`src/rtl/divvy_pkg.sv`:
```
// Shared definitions for the program-launch controller and the assembler/loader.
// PROG_BASE holds the load address of each program in launch order.
package divvy_pkg;

  localparam int ADDR_W    = 10;
  localparam int NUM_PROGS = 3;

  typedef enum logic [1:0] {
    IDLE = 2'd0,
    LOAD = 2'd1,
    RUN  = 2'd2,
    FIN  = 2'd3
  } run_state_t;

  localparam logic [ADDR_W-1:0] PROG_BASE [NUM_PROGS] = '{10'd0, 10'd64, 10'd128};

endpackage

```
`src/rtl/run_cycle_counter.sv`:
```
// Run-cycle counter with a registered terminal flag that is high while the
// count sits at MAX_CYCLES-1, i.e. on the last cycle the watchdog allows.
module run_cycle_counter #(
  parameter int CNT_W      = 16,
  parameter int MAX_CYCLES = 4096
) (
  input  logic             clk,
  input  logic             rst,
  input  logic             clr,
  input  logic             en,
  output logic [CNT_W-1:0] count,
  output logic             term
);

  logic [CNT_W-1:0] cnt_d, cnt_q;
  logic             term_d, term_q;

  // Next count and terminal flag; the flag is derived from the next count so it
  // is aligned with the registered value.
  always_comb begin
    cnt_d = cnt_q;
    if (clr) begin
      cnt_d = '0;
    end else if (en) begin
      cnt_d = cnt_q + CNT_W'(1);
    end else begin
      cnt_d = cnt_q;
    end
    term_d = (cnt_d == CNT_W'(MAX_CYCLES - 1));
  end

  // Counter and flag registers.
  always_ff @(posedge clk or posedge rst) begin
    if (rst) begin
      cnt_q  <= '0;
      term_q <= 1'b0;
    end else begin
      cnt_q  <= cnt_d;
      term_q <= term_d;
    end
  end

  assign count = cnt_q;
  assign term  = term_q;

endmodule

```
`src/rtl/run_ctrl.sv`:
```
// Responder for the START/DONE launch handshake: loads the PC with the next
// program's base, enables execution, and signals DONE on HALT or watchdog.
module run_ctrl #(
  parameter int ADDR_W     = divvy_pkg::ADDR_W,
  parameter int NUM_PROGS  = divvy_pkg::NUM_PROGS,
  parameter int CNT_W      = 16,
  parameter int MAX_CYCLES = 4096
) (
  input  logic              CLK,
  input  logic              RESET,
  input  logic              START,
  input  logic              HALT,
  output logic              PC_LOAD,
  output logic [ADDR_W-1:0] PC_INIT,
  output logic              RUN_EN,
  output logic              DONE,
  output logic [1:0]        PROG_IDX,
  output logic [CNT_W-1:0]  CYCLE_CNT,
  output logic              TIMEOUT
);

  import divvy_pkg::*;

  run_state_t        state_d, state_q;
  logic              pc_load_d, pc_load_q;
  logic              run_en_d, run_en_q;
  logic              done_d, done_q;
  logic              timeout_d, timeout_q;
  logic [1:0]        prog_idx_d, prog_idx_q;
  logic [ADDR_W-1:0] pc_init_d, pc_init_q;
  logic              cnt_clr, cnt_en, wd_term;
  logic [CNT_W-1:0]  cnt_val;

  run_cycle_counter #(
    .CNT_W      (CNT_W),
    .MAX_CYCLES (MAX_CYCLES)
  ) u_cnt (
    .clk   (CLK),
    .rst   (RESET),
    .clr   (cnt_clr),
    .en    (cnt_en),
    .count (cnt_val),
    .term  (wd_term)
  );

  // Next state, launch bookkeeping and next-state-decoded (Moore) outputs.
  always_comb begin
    state_d    = state_q;
    timeout_d  = timeout_q;
    prog_idx_d = prog_idx_q;
    pc_init_d  = pc_init_q;

    case (state_q)
      IDLE: begin
        if (START) state_d = LOAD;
        else       state_d = IDLE;
      end
      LOAD: begin
        if (START) state_d = LOAD;
        else       state_d = RUN;
      end
      RUN: begin
        // HALT has priority over the watchdog in the same cycle.
        if (HALT) begin
          state_d   = FIN;
          timeout_d = 1'b0;
        end else if (wd_term) begin
          state_d   = FIN;
          timeout_d = 1'b1;
        end else begin
          state_d   = RUN;
        end
      end
      FIN: begin
        if (START) state_d = LOAD;
        else       state_d = FIN;
      end
      default: begin
        state_d = IDLE;
      end
    endcase

    if (state_d == LOAD) begin
      timeout_d = 1'b0;
      pc_init_d = ADDR_W'(PROG_BASE[prog_idx_q]);
    end else begin
      pc_init_d = pc_init_q;
    end

    if ((state_q == RUN) && (state_d == FIN)) begin
      if (prog_idx_q == 2'(NUM_PROGS - 1)) prog_idx_d = 2'd0;
      else                                 prog_idx_d = prog_idx_q + 2'd1;
    end else begin
      prog_idx_d = prog_idx_q;
    end

    pc_load_d = (state_d == LOAD);
    run_en_d  = (state_d == RUN);
    done_d    = (state_d == FIN);
    cnt_clr   = (state_d == LOAD);
    cnt_en    = (state_q == RUN);
  end

  // State and output registers.
  always_ff @(posedge CLK or posedge RESET) begin
    if (RESET) begin
      state_q    <= IDLE;
      pc_load_q  <= 1'b0;
      run_en_q   <= 1'b0;
      done_q     <= 1'b0;
      timeout_q  <= 1'b0;
      prog_idx_q <= 2'd0;
      pc_init_q  <= ADDR_W'(PROG_BASE[0]);
    end else begin
      state_q    <= state_d;
      pc_load_q  <= pc_load_d;
      run_en_q   <= run_en_d;
      done_q     <= done_d;
      timeout_q  <= timeout_d;
      prog_idx_q <= prog_idx_d;
      pc_init_q  <= pc_init_d;
    end
  end

  assign PC_LOAD   = pc_load_q;
  assign PC_INIT   = pc_init_q;
  assign RUN_EN    = run_en_q;
  assign DONE      = done_q;
  assign PROG_IDX  = prog_idx_q;
  assign CYCLE_CNT = cnt_val;
  assign TIMEOUT   = timeout_q;

endmodule

```
`config.mk`:
```
export PLATFORM = sky130hd
export DESIGN_NAME = run_ctrl
export DESIGN_NICKNAME = d
export VERILOG_FILES = /design/src/rtl/divvy_pkg.sv /design/src/rtl/run_cycle_counter.sv /design/src/rtl/run_ctrl.sv
export SDC_FILE = /design/constraint.sdc
export NUM_CORES = 1
export LEC_CHECK = 0
export BUFFER_PORTS_ARGS = -buffer_cell sky130_fd_sc_hd__buf_2
export CAP_MARGIN = 20
export CORE_MARGIN = 1
export CORE_UTILIZATION = 25
export DETAILED_ROUTE_END_ITERATION = 8
export GPL_TIMING_DRIVEN = 1
export SYNTH_ARGS = -nofsm -noshare
export SYNTH_HDL_FRONTEND = slang
export SYNTH_SLANG_ARGS = --single-unit
```
`constraint.sdc`:
```
create_clock -name CLK -period 2.2 [get_ports CLK]
set_input_delay 0 -clock CLK [delete_from_list [all_inputs] [get_ports CLK]]
set_output_delay 0 -clock CLK [all_outputs]
set_load 0.05 [all_outputs]
```
After elaboration in Yosys (flattened, before gate mapping)

Index checks and enable logic that the tools add are counted.

Register bits after elaboration: 35
Input port bits: 4
Output and inout bits: 32
Logic and storage cells: 42

Bitwise logic cells: 1
Eq/ne operators: 8
$add $sub $neg: 2
Muxes and demuxes: 16
Magnitude comparators: 1
Reductions and logical operators: 5

Operators with widths:

| cell                                                              | count |
|---|---|
| 16-bit 2-to-1 mux                                                 | 2 |
| 10-bit binary-select mux with 2-bit select                        | 1 |
| 10-bit 2-to-1 mux                                                 | 2 |
| 16-bit by 1-bit adder with 16-bit output, second input constant   | 1 |
| 16-bit by 12-bit == test with 1-bit output, second input constant | 1 |
| 2-bit == test, second input constant                              | 5 |
| 2-bit case mux with 4 select lines                                | 1 |
| 1-bit 2-to-1 mux                                                  | 7 |
| 2-bit 2-to-1 mux                                                  | 3 |
| 2-bit by 1-bit == test with 1-bit output, second input constant   | 2 |
| 3-bit greater-or-equal comparator, second input constant          | 1 |
| 2-bit inverter with 3-bit output                                  | 1 |
| 3-bit nonzero test                                                | 1 |
| 2-bit by 1-bit adder with 2-bit output, second input constant     | 1 |
| 2-bit zero test                                                   | 1 |
| 2-bit AND reduction                                               | 1 |
| 2-bit nonzero test                                                | 1 |
| 1-bit logical AND                                                 | 1 |

Longest topological paths before layout

Gate-level depths: netlist of the first run.

Word-level depth: 6
Depth in mapped cells: 7
Mapped depth without buffers: 6

Modules after synthesis

A second synthesis of the first run with hierarchy kept.

Cells, all modules: 148
Area total of the unflattened synthesis: 1517.7 um^2

By module, submodules not included:

| module            | sequential area each (um^2) | cells each | times used | area each (um^2) |
|---|---|---|---|---|
| run_cycle_counter | 425.4                       | 105        | 1          | 1009.7 |
| run_ctrl          | 250.2                       | 43         | 1          | 508.0 |

Least setup slack after synthesis of the first run

Ideal clock, no wire load.

Path type: register to register
Start: reg u_cnt.cnt_q[1], in the netlist u_cnt.count[1]
End: reg u_cnt.term_q, in the netlist u_cnt.term
Required time: 2.104 ns
Library setup time: 0.096 ns
Cell stages (with the launch flop): 8
Setup slack: -0.177 ns
Buffers on the path: 1
Arrival time: 2.281 ns
Period minus slack after synthesis: 2.377 ns
Cell sequence: dfrtp_1 ha_1 and4b_1 buf_2 nand2_1 or3b_2 a32o_1 nor4_2

Cells in the longest elaborated chain, start to end: 4

Ends and longest elaborated chain:

| item                                         | line                    | text |
|---|---|---|
| start, declared                              | run_cycle_counter.sv:15 | `logic [CNT_W-1:0] cnt_d, cnt_q;` |
| start signal, assigned                       | run_cycle_counter.sv:38 | `cnt_q <= cnt_d;` |
| 16-bit by 1-bit adder with 16-bit output     | run_cycle_counter.sv:25 | `cnt_d = cnt_q + CNT_W'(1);` |
| 16-bit 2-to-1 mux *                          | run_cycle_counter.sv:24 | `end else if (en) begin` |
| 16-bit 2-to-1 mux *                          | run_cycle_counter.sv:22 | `if (clr) begin` |
| 16-bit by 12-bit == test with 1-bit output * | run_cycle_counter.sv:29 | `term_d = (cnt_d == CNT_W'(MAX_CYCLES - 1));` |
| via u_cnt.term_d                             | run_cycle_counter.sv:16 | `logic term_d, term_q;` |
| end signal, assigned                         | run_cycle_counter.sv:39 | `term_q <= term_d;` |
| end, declared                                | run_cycle_counter.sv:16 |  |

Mark *: on every way through the listed nets, which the timed path passes. The rest lies on a longest branch.
A chain may end at the register's enable or synchronous reset.

Worst setup path in the final report of the first run

Start: reg state_q[0]
End: reg u_cnt.term_q, in the netlist u_cnt.term

Cells in the longest elaborated chain, start to end: 5
Elaborated cells on any way between the ends: 9
Those cells by class: 5 x eq/ne; 3 x mux; 1 x reduce/logical

Ends and longest elaborated chain:

| item                                         | line                    | text |
|---|---|---|
| start, declared                              | run_ctrl.sv:24          | `run_state_t state_d, state_q;` |
| start signal, assigned                       | run_ctrl.sv:115         | `state_q <= state_d;` |
| 2-bit == test, or another cell as far along  | run_ctrl.sv:53          | `case (state_q)` |
| 2-bit case mux with 4 select lines           | run_ctrl.sv:53          |  |
| 2-bit by 1-bit == test with 1-bit output     | run_ctrl.sv:100         | `cnt_clr = (state_d == LOAD);` |
| 16-bit 2-to-1 mux *                          | run_cycle_counter.sv:22 |  |
| 16-bit by 12-bit == test with 1-bit output * | run_cycle_counter.sv:29 |  |
| via u_cnt.term_d                             | run_cycle_counter.sv:16 |  |

Marks and branches as above.

==> flow_summary_export.csv, run 1 <==
group,metric,value,unit
routing,firstDrtPassIters,4,
routing,wl_per_cell,13.3,um
global_routing,antenna_found_initial,0,
power_and_ir_drop,peakVddDrop,0.709,mV
synthesis,async_flop_share,1.00,
sta,slew_viol_final,0,
power_and_ir_drop,leakage,0.864,nW
sta,holdWs,0.0505,ns
synthesis,synth_seq_cells,27,
die,dieArea,0.00622,mm2
die,num_rows,27,
synthesis,yosysMostFrequentCell,"dfrtp_1",
sta,min_period,2.07,ns
final_layout,antennaDiodeCount,0,
global_routing,grt_pass1_vias,1196,
sta,setup_violations,0,
synthesis,synth.cell_area,0.00148,mm2
routing,drt_iter0_drc,85,
power_and_ir_drop,p_per_area,725,mW/mm2
critical_path,crit_path_end_kind,"flop",
final_layout,drive_above_1_share,0.313,
die,io_pins,36,
die,die_x,78.9,um
routing,vias,1226,
global_routing,grt_usage,0.121,
clock_tree,cts_tree,"yes",
final_layout,fin_cells,267,
sta,rsz0062_at_grt,"no",
clock_tree,h-tree-depth,1,
placed_design,place.gp.congestion,0.802,
sta,skew,0.00806,ns
routing,drc,0,
synthesis,synth_top_area_share,0.457,
min_path,holdCritPathClass,"in -> reg",
final_layout,regArea,682,um2
critical_path,required,2.39,ns
clock_tree,insertion_delay,0.28,ns
routing,drtAntennaViolNets,0,
synthesis,synthDistinctLibCells,41,
critical_path,reg2reg_from,"state_q[0]",
critical_path,start_kind,"flop",
clock_tree,clock-root-buffer,"clkbuf_8",
sta,finalCritPeriodShare,0.940,
critical_path,arrival,2.26,ns
synthesis,ys_seq_area_frac,0.457,
clock_tree,clock-sinks,27,
die,start_util,0.263,
synthesis,synth_common_cells,"dfrtp_1 (27), nor2_1 (14), nand2_1 (11), o21ai_0 (11)",
synthesis,synth_warnings,0,
clock_tree,clk_path_buf_depth,2,
min_path,min-delay-start,"START",
clock_tree,cts_inserted_buffers,3,
clock_tree,cts_setup_buffers,0,
final_layout,multi_input_area,729,um2
synthesis,syn_avg_cell_area,9.60,um2
final_layout,area_delta_synth_final,24.3,%
critical_path,critPathKind,"reg -> reg",
die,die_h,78.9,um
placed_design,port_buffers,27,
global_routing,overflow,0,
final_layout,nets,201,
die,coreArea,0.00561,mm2
synthesis,synth-main-ff-cell,"dfrtp_1",
critical_path,crit_start,"state_q[0]",
routing,vias_per_cell,4.59,
routing,wirelength,3540,um
sta,max_freq,484,MHz
synthesis,yosysTopAreaCell,"dfrtp_1",
clock_tree,path_clk_slew,0.10,ns
run,maxCapViolations,0,
placed_design,placed_cells,261,
final_layout,nFillCells,601,
critical_path,crit_fanout,7,
global_routing,grt_max_degree,28,
global_routing,grt_pass1_wl,5840,um
placed_design,hpwl,2690,um
synthesis,synth_edf_count,0,
sta,setup_tns,0,ns
outcome,outcome,"finished, final reports clean",
sta,hold_violations,0,
synthesis,syn_inst,154,
synthesis,synth_area_leaders,"dfrtp_1 (46%), buf_4 (4.6%), nand4_1 (3.8%)",
==> what timing repair did <==
action / 4_1_cts / 5_1_grt
setup endpoints to repair: 0 / 1
hold buffers: 2 / 0
endpoints found under the hold margin: 28 / 0
gates resized for setup: 0 / 2
==> flip-flops by register name, indices dropped and copies added, names as in the netlist <==
signal and count:
u_cnt.count 16, PROG_IDX 2, RUN_EN 1, u_cnt.term 1, PC_INIT 2, state_q 2, TIMEOUT 1, DONE 1
PC_LOAD 1
==> final cells by class <==
| class | instances | area share |
|---|---|---|
| clock buffer | 4 | 0.0245 |
| inverter | 8 | 0.0163 |
| multi-input combinational | 113 | 0.397 |
| sequential | 27 | 0.371 |
| tap | 72 | 0.0490 |
| timing repair buffer | 43 | 0.142 |
==> power by group <==
group	leakage (nW)	internal (mW)	total (mW)	switching (mW)
clock	0.0228	0.130	0.291	0.161
sequential	0.354	0.553	0.605	0.0517
combinational	0.487	0.118	0.436	0.318
==> metrics by stage <==
stage | power (mW) | utilization | instance area [um2] | setup WS [ns]
2_1_floorplan | 0.947 | - | 1520 | 0.000137
5_1_grt | 1.41 | 0.328 | 1840 | 0.0158
3_3_place_gp | 1.04 | 0.315 | 1770 | 0.171
6_report | 1.33 | 0.328 | 1840 | 0.132
4_1_cts | 1.34 | 0.327 | 1830 | 0.0782
3_5_place_dp | 1.05 | 0.315 | 1770 | 0.0942
==> placed cells by master (no fill, tap or decap), types with 2 or more instances in the layout <==
cell type,synthesis,final
a21oi_1,4,4
a31oi_1,2,2
and2_1,3,3
and3_1,2,2
and4b_2,0,2
buf_2,1,27
buf_4,9,14
clkbuf_8,0,3
conb_1,1,8
dfrtp_1,27,22
dfrtp_2,0,5
dlygate4sd3_1,0,2
inv_1,8,8
mux2_2,4,4
mux2i_1,3,3
nand2_1,11,11
nand3_1,8,8
nand4_1,9,9
nor2_1,14,14
nor2b_1,5,5
nor4b_1,2,2
o21ai_0,11,11
xnor2_1,5,5
==> worst max-delay path, stage by stage, from the launching register on <==
cell and delay [ns]:
dfrtp_1 0.44, and4b_2 0.39, nor4b_4 0.32, xnor2_1 0.12, or4b_1 0.49, nor4_2 0.22
==> per-layer routing <==
metal	up-vias	wire length [um]	global-route usage
met3	4	154	0.0299
met4	0	35	0.0164
met1	571	1690	0.161
met2	36	1670	0.204
met5	-	0	0
li1	615	-	-
==> cells by family after synthesis <==
kind of cell	synth area share
AND/OR/NAND/NOR	0.276
flip-flops	0.457
AO/OA/AOI/OAI	0.0923
buffers and inverters	0.0770
multiplexers	0.0508
XOR/XNOR	0.0356
adder cells (fa/ha/maj)	0.00847
other	0.00254
==> path summary, 6_finish.rpt <==
| check | end | slack (ns) | cells after the start |
|---|---|---|---|
| max | u_cnt.term | 0.13 | 5 |
| min | state_q[0] | 0.05 | 3 |
| max reg2reg | u_cnt.term | 0.13 | 5 |
| min reg2reg | PC_INIT[7] | 0.49 | 2 |
| max in group asynchronous | u_cnt.count[0] | 1.58 | 4 |
| min in group asynchronous | u_cnt.count[8] | 0.32 | 4 |
Power figures use the tool's default switching activity.
==> run 2: changes to the inputs <==
--- a/config.mk
+++ b/config.mk
@@ -7,7 +7,7 @@
 export LEC_CHECK = 0
 export BUFFER_PORTS_ARGS = -buffer_cell sky130_fd_sc_hd__buf_2
 export CAP_MARGIN = 20
-export CORE_MARGIN = 1
+export CORE_MARGIN = 2
 export CORE_UTILIZATION = 25
 export DETAILED_ROUTE_END_ITERATION = 8
 export GPL_TIMING_DRIVEN = 1
==> constraint.sdc (replaced) <==
create_clock -name CLK -period 2.2 [get_ports CLK]
set_input_delay 0.22 -clock CLK [delete_from_list [all_inputs] [get_ports CLK]]
set_output_delay 0.22 -clock CLK [all_outputs]
set_load 0.05 [all_outputs]
==> run 2 against run 1 <==
Net effect:
- global-route usage fell by 0.72 points
- via count grew 1.4%
- fmax is 0.54% lower
- clock power down 4%
- die area up 5.1%
- count of clock-buffer cells in the layout unchanged
- setup slack worse by 0.011 ns
- wire length fell by 2.6%
- hold slack lost 0.049 ns
- combinational power about the same
- sequential cell count did not move
- register-to-register slack about the same
==> flow_summary_export.csv, run 2 (synthesis gave the netlist of run 1 again) <==
group,metric,value,unit
sta,hold_violations,0,
power_and_ir_drop,clockPowerShare,0.212,
clock_tree,h-tree-depth,1,
placed_design,port_buffers,27,
die,io_pins,36,
final_layout,final_cell_mix,"buf_2 (27), dfrtp_1 (22), nor2_1 (14), buf_4 (14)",
die,dieArea,0.00654,mm2
critical_path,crit_path_end_kind,"flop",
critical_path,reg2reg_from,"u_cnt.count[1]",
die,die_x,80.9,um
die,num_rows,28,
run,maxCapViolations,0,
power_and_ir_drop,leakage,0.855,nW
die,coreArea,0.00582,mm2
power_and_ir_drop,p_sw_frac,0.393,
power_and_ir_drop,peakVddDrop,0.651,mV
routing,drt_iter0_drc,92,
sta,setup_tns,0,ns
sta,finalCritPeriodShare,0.945,
final_layout,area_delta_synth_final,23.2,%
power_and_ir_drop,power.share.combinational,0.330,
final_layout,nets,199,
sta,min_period,2.08,ns
power_and_ir_drop,p_int,0.798,mW
critical_path,arrival,2.26,ns
power_and_ir_drop,p_sw,0.517,mW
clock_tree,holdBufCountCts,0,
placed_design,placed_cells,263,
clock_tree,cts_inserted_buffers,3,
critical_path,start_kind,"flop",
sta,max_freq,481,MHz
clock_tree,clock-sinks,27,
routing,vias,1243,
global_routing,grt_pass1_wl,5730,um
clock_tree,cts_tree,"yes",
global_routing,overflow,0,
routing,firstDrtPassIters,4,
global_routing,grt_pass1_vias,1169,
routing,wl_per_cell,12.9,um
sta,skew,0.00513,ns
routing,drtAntennaViolNets,0,
critical_path,reg2reg_to,"u_cnt.term",
critical_path,crit_fanout,6,
outcome,outcome,"finished, final reports clean",
clock_tree,clk_path_buf_depth,2,
critical_path,reg2reg_depth,6,
sta,slew_viol_final,0,
final_layout,fin_cells,268,
clock_tree,path_clk_slew,0.09,ns
placed_design,place.gp.congestion,0.912,
placed_design,dpl-instance-area,0.00177,mm2
routing,wirelength,3450,um
min_path,holdCritPathClass,"in -> async",
final_layout,largest_register_ffs,16,
critical_path,critPathKind,"reg -> reg",
sta,rsz0062_at_grt,"no",
critical_path,required,2.38,ns
die,start_util,0.254,
clock_tree,clock-root-buffer,"clkbuf_8",
power_and_ir_drop,p_per_area,722,mW/mm2
power_and_ir_drop,seqPwrFrac,0.458,
global_routing,grt_max_degree,28,
final_layout,antennaDiodeCount,0,
critical_path,r2r_slack,0.12,ns
final_layout,final_common_cell,"buf_2",
clock_tree,insertion_delay,0.27,ns
global_routing,antenna_found_initial,0,
placed_design,hpwl,2640,um
routing,vias_per_cell,4.64,
sta,setup_violations,0,
die,die_h,80.9,um
final_layout,stdcell_area,0.00182,mm2
global_routing,grt_usage,0.114,
routing,drc,0,
final_layout,drive_above_1_share,0.316,
## run 2: power groups by stage
stage,combinational [mW],sequential (mW),clock [mW]
global placement,0.435,0.609,0
floorplan,0.166,0.781,0
finish,0.434,0.603,0.278
detailed placement,0.437,0.613,0
global route,0.464,0.612,0.319
CTS,0.438,0.604,0.297
## run 2: critical path, cell delays in order (launching register included)
cell	delay (ns)
dfrtp_2	0.42
ha_4	0.17
and4b_2	0.31
nand2_1	0.10
or3b_2	0.45
a32o_1	0.28
nor4_2	0.26
## run 2: area by class of cell
class | instances | area (um2)
clock buffers | 4 | 45.0
fillers | 649 | 4000
inverters | 8 | 30.0
multi-input cells | 113 | 729
flip-flops and latches | 27 | 682
well taps | 75 | 93.8
repair buffers | 41 | 240
## run 2: metrics by stage
| stage | power (mW) | hold WS, ns | util | worst slack (ns) |
|---|---|---|---|---|
| 3_5_place_dp | 1.05 | 0.311 | 0.304 | 0.123 |
| 4_1_cts | 1.34 | 0.00581 | 0.311 | 0.0893 |
| 6_report | 1.32 | 0.00140 | 0.313 | 0.121 |
| 5_1_grt | 1.40 | 0.0157 | 0.313 | 0.00119 |
| 3_3_place_gp | 1.04 | 0.308 | 0.304 | 0.193 |
| 2_1_floorplan | 0.947 | 0.272 | - | 0.000137 |
## run 2: worst max path at each step
| stage | slack, ns | endpoint | startpoint |
|---|---|---|---|
| floorplan | 0.0001 | u_cnt.term | u_cnt.count[6] |
| global placement | 0.19 | u_cnt.term | u_cnt.count[1] |
| detailed placement | 0.12 | u_cnt.term | state_q[0] |
| CTS | 0.09 | u_cnt.term | state_q[0] |
| global route | 0.001 | u_cnt.term | state_q[0] |
| finish | 0.12 | u_cnt.term | u_cnt.count[1] |
## run 2: per-layer routing
| layer | up-vias | routed length (um) | global-route usage |
|---|---|---|---|
| met4 | 0 | 34 | 0.0220 |
| met5 | - | 0 | 0 |
| met2 | 38 | 1560 | 0.184 |
| met3 | 4 | 205 | 0.0289 |
| li1 | 608 | - | - |
| met1 | 593 | 1650 | 0.155 |
## run 2: timing repair
item | 4_1_cts | 5_1_grt
setup buffers | 0 | 1
setup endpoints to repair | 0 | 1
gates resized for setup | 0 | 2
==> run 3: changes to the inputs <==
--- a/config.mk
+++ b/config.mk
@@ -5,12 +5,15 @@
 export SDC_FILE = /design/constraint.sdc
 export NUM_CORES = 1
 export LEC_CHECK = 0
+export ABC_AREA = 1
 export BUFFER_PORTS_ARGS = -buffer_cell sky130_fd_sc_hd__buf_2
 export CAP_MARGIN = 20
+export CORE_ASPECT_RATIO = 1.1
 export CORE_MARGIN = 2
 export CORE_UTILIZATION = 25
 export DETAILED_ROUTE_END_ITERATION = 8
 export GPL_TIMING_DRIVEN = 1
+export SLEW_MARGIN = 20
 export SYNTH_ARGS = -nofsm -noshare
 export SYNTH_HDL_FRONTEND = slang
 export SYNTH_SLANG_ARGS = --single-unit
==> run 3 against run 2 <==
Net effect:
- clock power about the same
- register-to-register slack better by 0.39 ns
- combinational power rose by 0.9%
- core utilization is 1.1 points lower
- first-iteration DRC count rose by 8.7%
- global-route usage is 0.85 points lower
- hold slack better by 0.23 ns
- fmax grew 23%
- final cell count rose by 15%
- synthesized cell count increased by 30%
- die area rose by 0.73%
- critical path type unchanged
- largest power group unchanged
==> flow_summary_export.csv, run 3 <==
group,metric,value,unit
outcome,outcome,"finished, final reports clean",
placed_design,dpl-instance-area,0.00169,mm2
synthesis,synth_common_cells,"nand2_1 (53), inv_1 (28), dfrtp_1 (27), nor2_1 (27), nand3_1 (14)",
clock_tree,clk_path_buf_depth,2,
clock_tree,cts_inserted_buffers,3,
power_and_ir_drop,p_int,0.770,mW
clock_tree,path_clk_slew,0.09,ns
final_layout,final_common_cell,"nand2_1",
die,coreArea,0.00577,mm2
power_and_ir_drop,p_sw_frac,0.414,
routing,vias_per_cell,4.18,
sta,slew_viol_final,0,
critical_path,arrival,1.90,ns
synthesis,ys_seq_area_frac,0.454,
critical_path,reg2reg_from,"state_q[0]",
sta,min_period,1.69,ns
die,dieArea,0.00659,mm2
power_and_ir_drop,p_total,1.32,mW
routing,drc,0,
global_routing,overflow,0,
placed_design,hpwl,2570,um
clock_tree,cts_setup_buffers,0,
synthesis,syn_avg_cell_area,7.44,um2
min_path,min-delay-start,"START",
synthesis,synth.cell_area,0.00149,mm2
routing,wirelength,3290,um
sta,rsz0062_at_grt,"no",
critical_path,reg2reg_to,"u_cnt.term",
sta,max_freq,591,MHz
critical_path,crit_path_end_kind,"flop",
synthesis,synth_seq_cells,27,
die,die_x,77.6,um
synthesis,synth_warnings,0,
final_layout,nets,237,
synthesis,synth-main-ff-cell,"dfrtp_1",
global_routing,grt_max_degree,28,
die,num_rows,29,
clock_tree,cts_tree,"yes",
synthesis,async_flop_share,1.00,
clock_tree,clock-root-buffer,"clkbuf_8",
die,start_util,0.258,
final_layout,largest_register_ffs,16,
final_layout,fin_cells,308,
clock_tree,holdBufCountCts,1,
critical_path,start_kind,"flop",
min_path,holdCritPathClass,"in -> reg",
synthesis,synth_top_area_share,0.454,
placed_design,placed_cells,303,
sta,setup_tns,0,ns
run,maxCapViolations,0,
power_and_ir_drop,power.share.combinational,0.333,
power_and_ir_drop,leakage,0.930,nW
clock_tree,cts_resized,0,
power_and_ir_drop,peakVddDrop,0.306,mV
routing,vias,1288,
critical_path,reg2reg_depth,11,
critical_path,critPathKind,"reg -> reg",
die,die_h,84.9,um
critical_path,r2r_slack,0.51,ns
clock_tree,insertion_delay,0.27,ns
final_layout,antennaDiodeCount,0,
critical_path,crit_fanout,15,
synthesis,yosysMostFrequentCell,"nand2_1",
power_and_ir_drop,seqPwrFrac,0.454,
synthesis,yosysTopAreaCell,"dfrtp_1",
global_routing,antenna_found_initial,0,
sta,finalWorstSetupSlack,0.508,ns
final_layout,stdcell_area,0.00174,mm2
placed_design,post-place-ws,0.507,ns
synthesis,syn_inst,200,
global_routing,grt_usage,0.106,
critical_path,required,2.41,ns
sta,skew,0.00248,ns
die,io_pins,36,
routing,wl_per_cell,10.7,um
sta,setup_violations,0,
sta,hold_violations,0,
final_layout,area_delta_synth_final,16.9,%
routing,firstDrtPassIters,4,
final_layout,final_cell_mix,"nand2_1 (53), inv_1 (28), dfrtp_1 (27), nor2_1 (27), buf_2 (27)",
synthesis,synth_area_leaders,"dfrtp_1 (45%), nand2_1 (13%), inv_1 (7.1%)",
min_path,holdPathStages,4,
clock_tree,h-tree-depth,1,
placed_design,place.gp.congestion,0.892,
final_layout,drive_above_1_share,0.221,
placed_design,port_buffers,27,
synthesis,synthDistinctLibCells,22,
clock_tree,clock-sinks,27,
power_and_ir_drop,p_per_area,756,mW/mm2
synthesis,synth_edf_count,0,
global_routing,grt_pass1_vias,1269,
power_and_ir_drop,p_sw,0.545,mW
sta,finalCritPeriodShare,0.769,
global_routing,grt_pass1_wl,5660,um
min_path,min_to,"TIMEOUT",
power_and_ir_drop,clockPowerShare,0.213,
routing,drtAntennaViolNets,0,
routing,drt_iter0_drc,100,
-- run 3: final cells by class --
type	count	area, um2
Fill cell	628	4030
Sequential cell	27	676
Multi-Input combinational cell	140	651
Timing Repair Buffer	30	160
Inverter	30	113
Tap cell	77	96.3
Clock buffer	4	45.0
-- run 3: cells by family after synthesis --
group,share of synthesized area
other,0.00252
AOI/OAI and AO/OA,0.0580
DFF,0.454
adders and majority gates,0.00840
buffers and inverters,0.127
and+or+nand+nor,0.350
-- run 3: through the flow --
step	utilization	hold WS [ns]
floorplan	-	0.273
global placement	0.292	0.301
detailed placement	0.292	0.303
CTS	0.302	0.231
global route	0.302	0.278
finish	0.302	0.235
-- run 3: critical path, stage by stage, from the launching register on --
cell and delay, ns:
dfrtp_1 0.41, inv_1 0.09, nand2_2 0.14, nand2_2 0.29
nand2_1 0.11, a21oi_2 0.17, nand2_1 0.07, nor2_1 0.08
nand2_1 0.05, nor2_1 0.08, nand2_1 0.07, nor2_2 0.08
-- run 3: metal layers --
layer  global-route usage  vias up  wire [um]
met4               0.0341        0         42
met5                    0        -          0
met3               0.0255        4        156
met2                0.175       37       1520
li1                     -      659          -
met1                0.136      588       1580
-- run 3: how the worst max path moves through the flow --
stage | start | endpoint | slack, ns
3_3_place_gp | state_q[0] | u_cnt.term | 0.53
2_1_floorplan | u_cnt.count[1] | u_cnt.term | 0.40
3_5_place_dp | state_q[0] | u_cnt.term | 0.51
4_1_cts | state_q[0] | u_cnt.term | 0.50
5_1_grt | state_q[1] | u_cnt.term | 0.28
6_report | state_q[0] | u_cnt.term | 0.51
-- run 3: power groups by stage --
stage | combinational, mW | clock, mW | sequential [mW]
floorplan | 0.173 | 0 | 0.788
global placement | 0.437 | 0 | 0.609
detailed placement | 0.441 | 0 | 0.607
CTS | 0.443 | 0.293 | 0.600
global route | 0.472 | 0.311 | 0.606
finish | 0.438 | 0.281 | 0.597
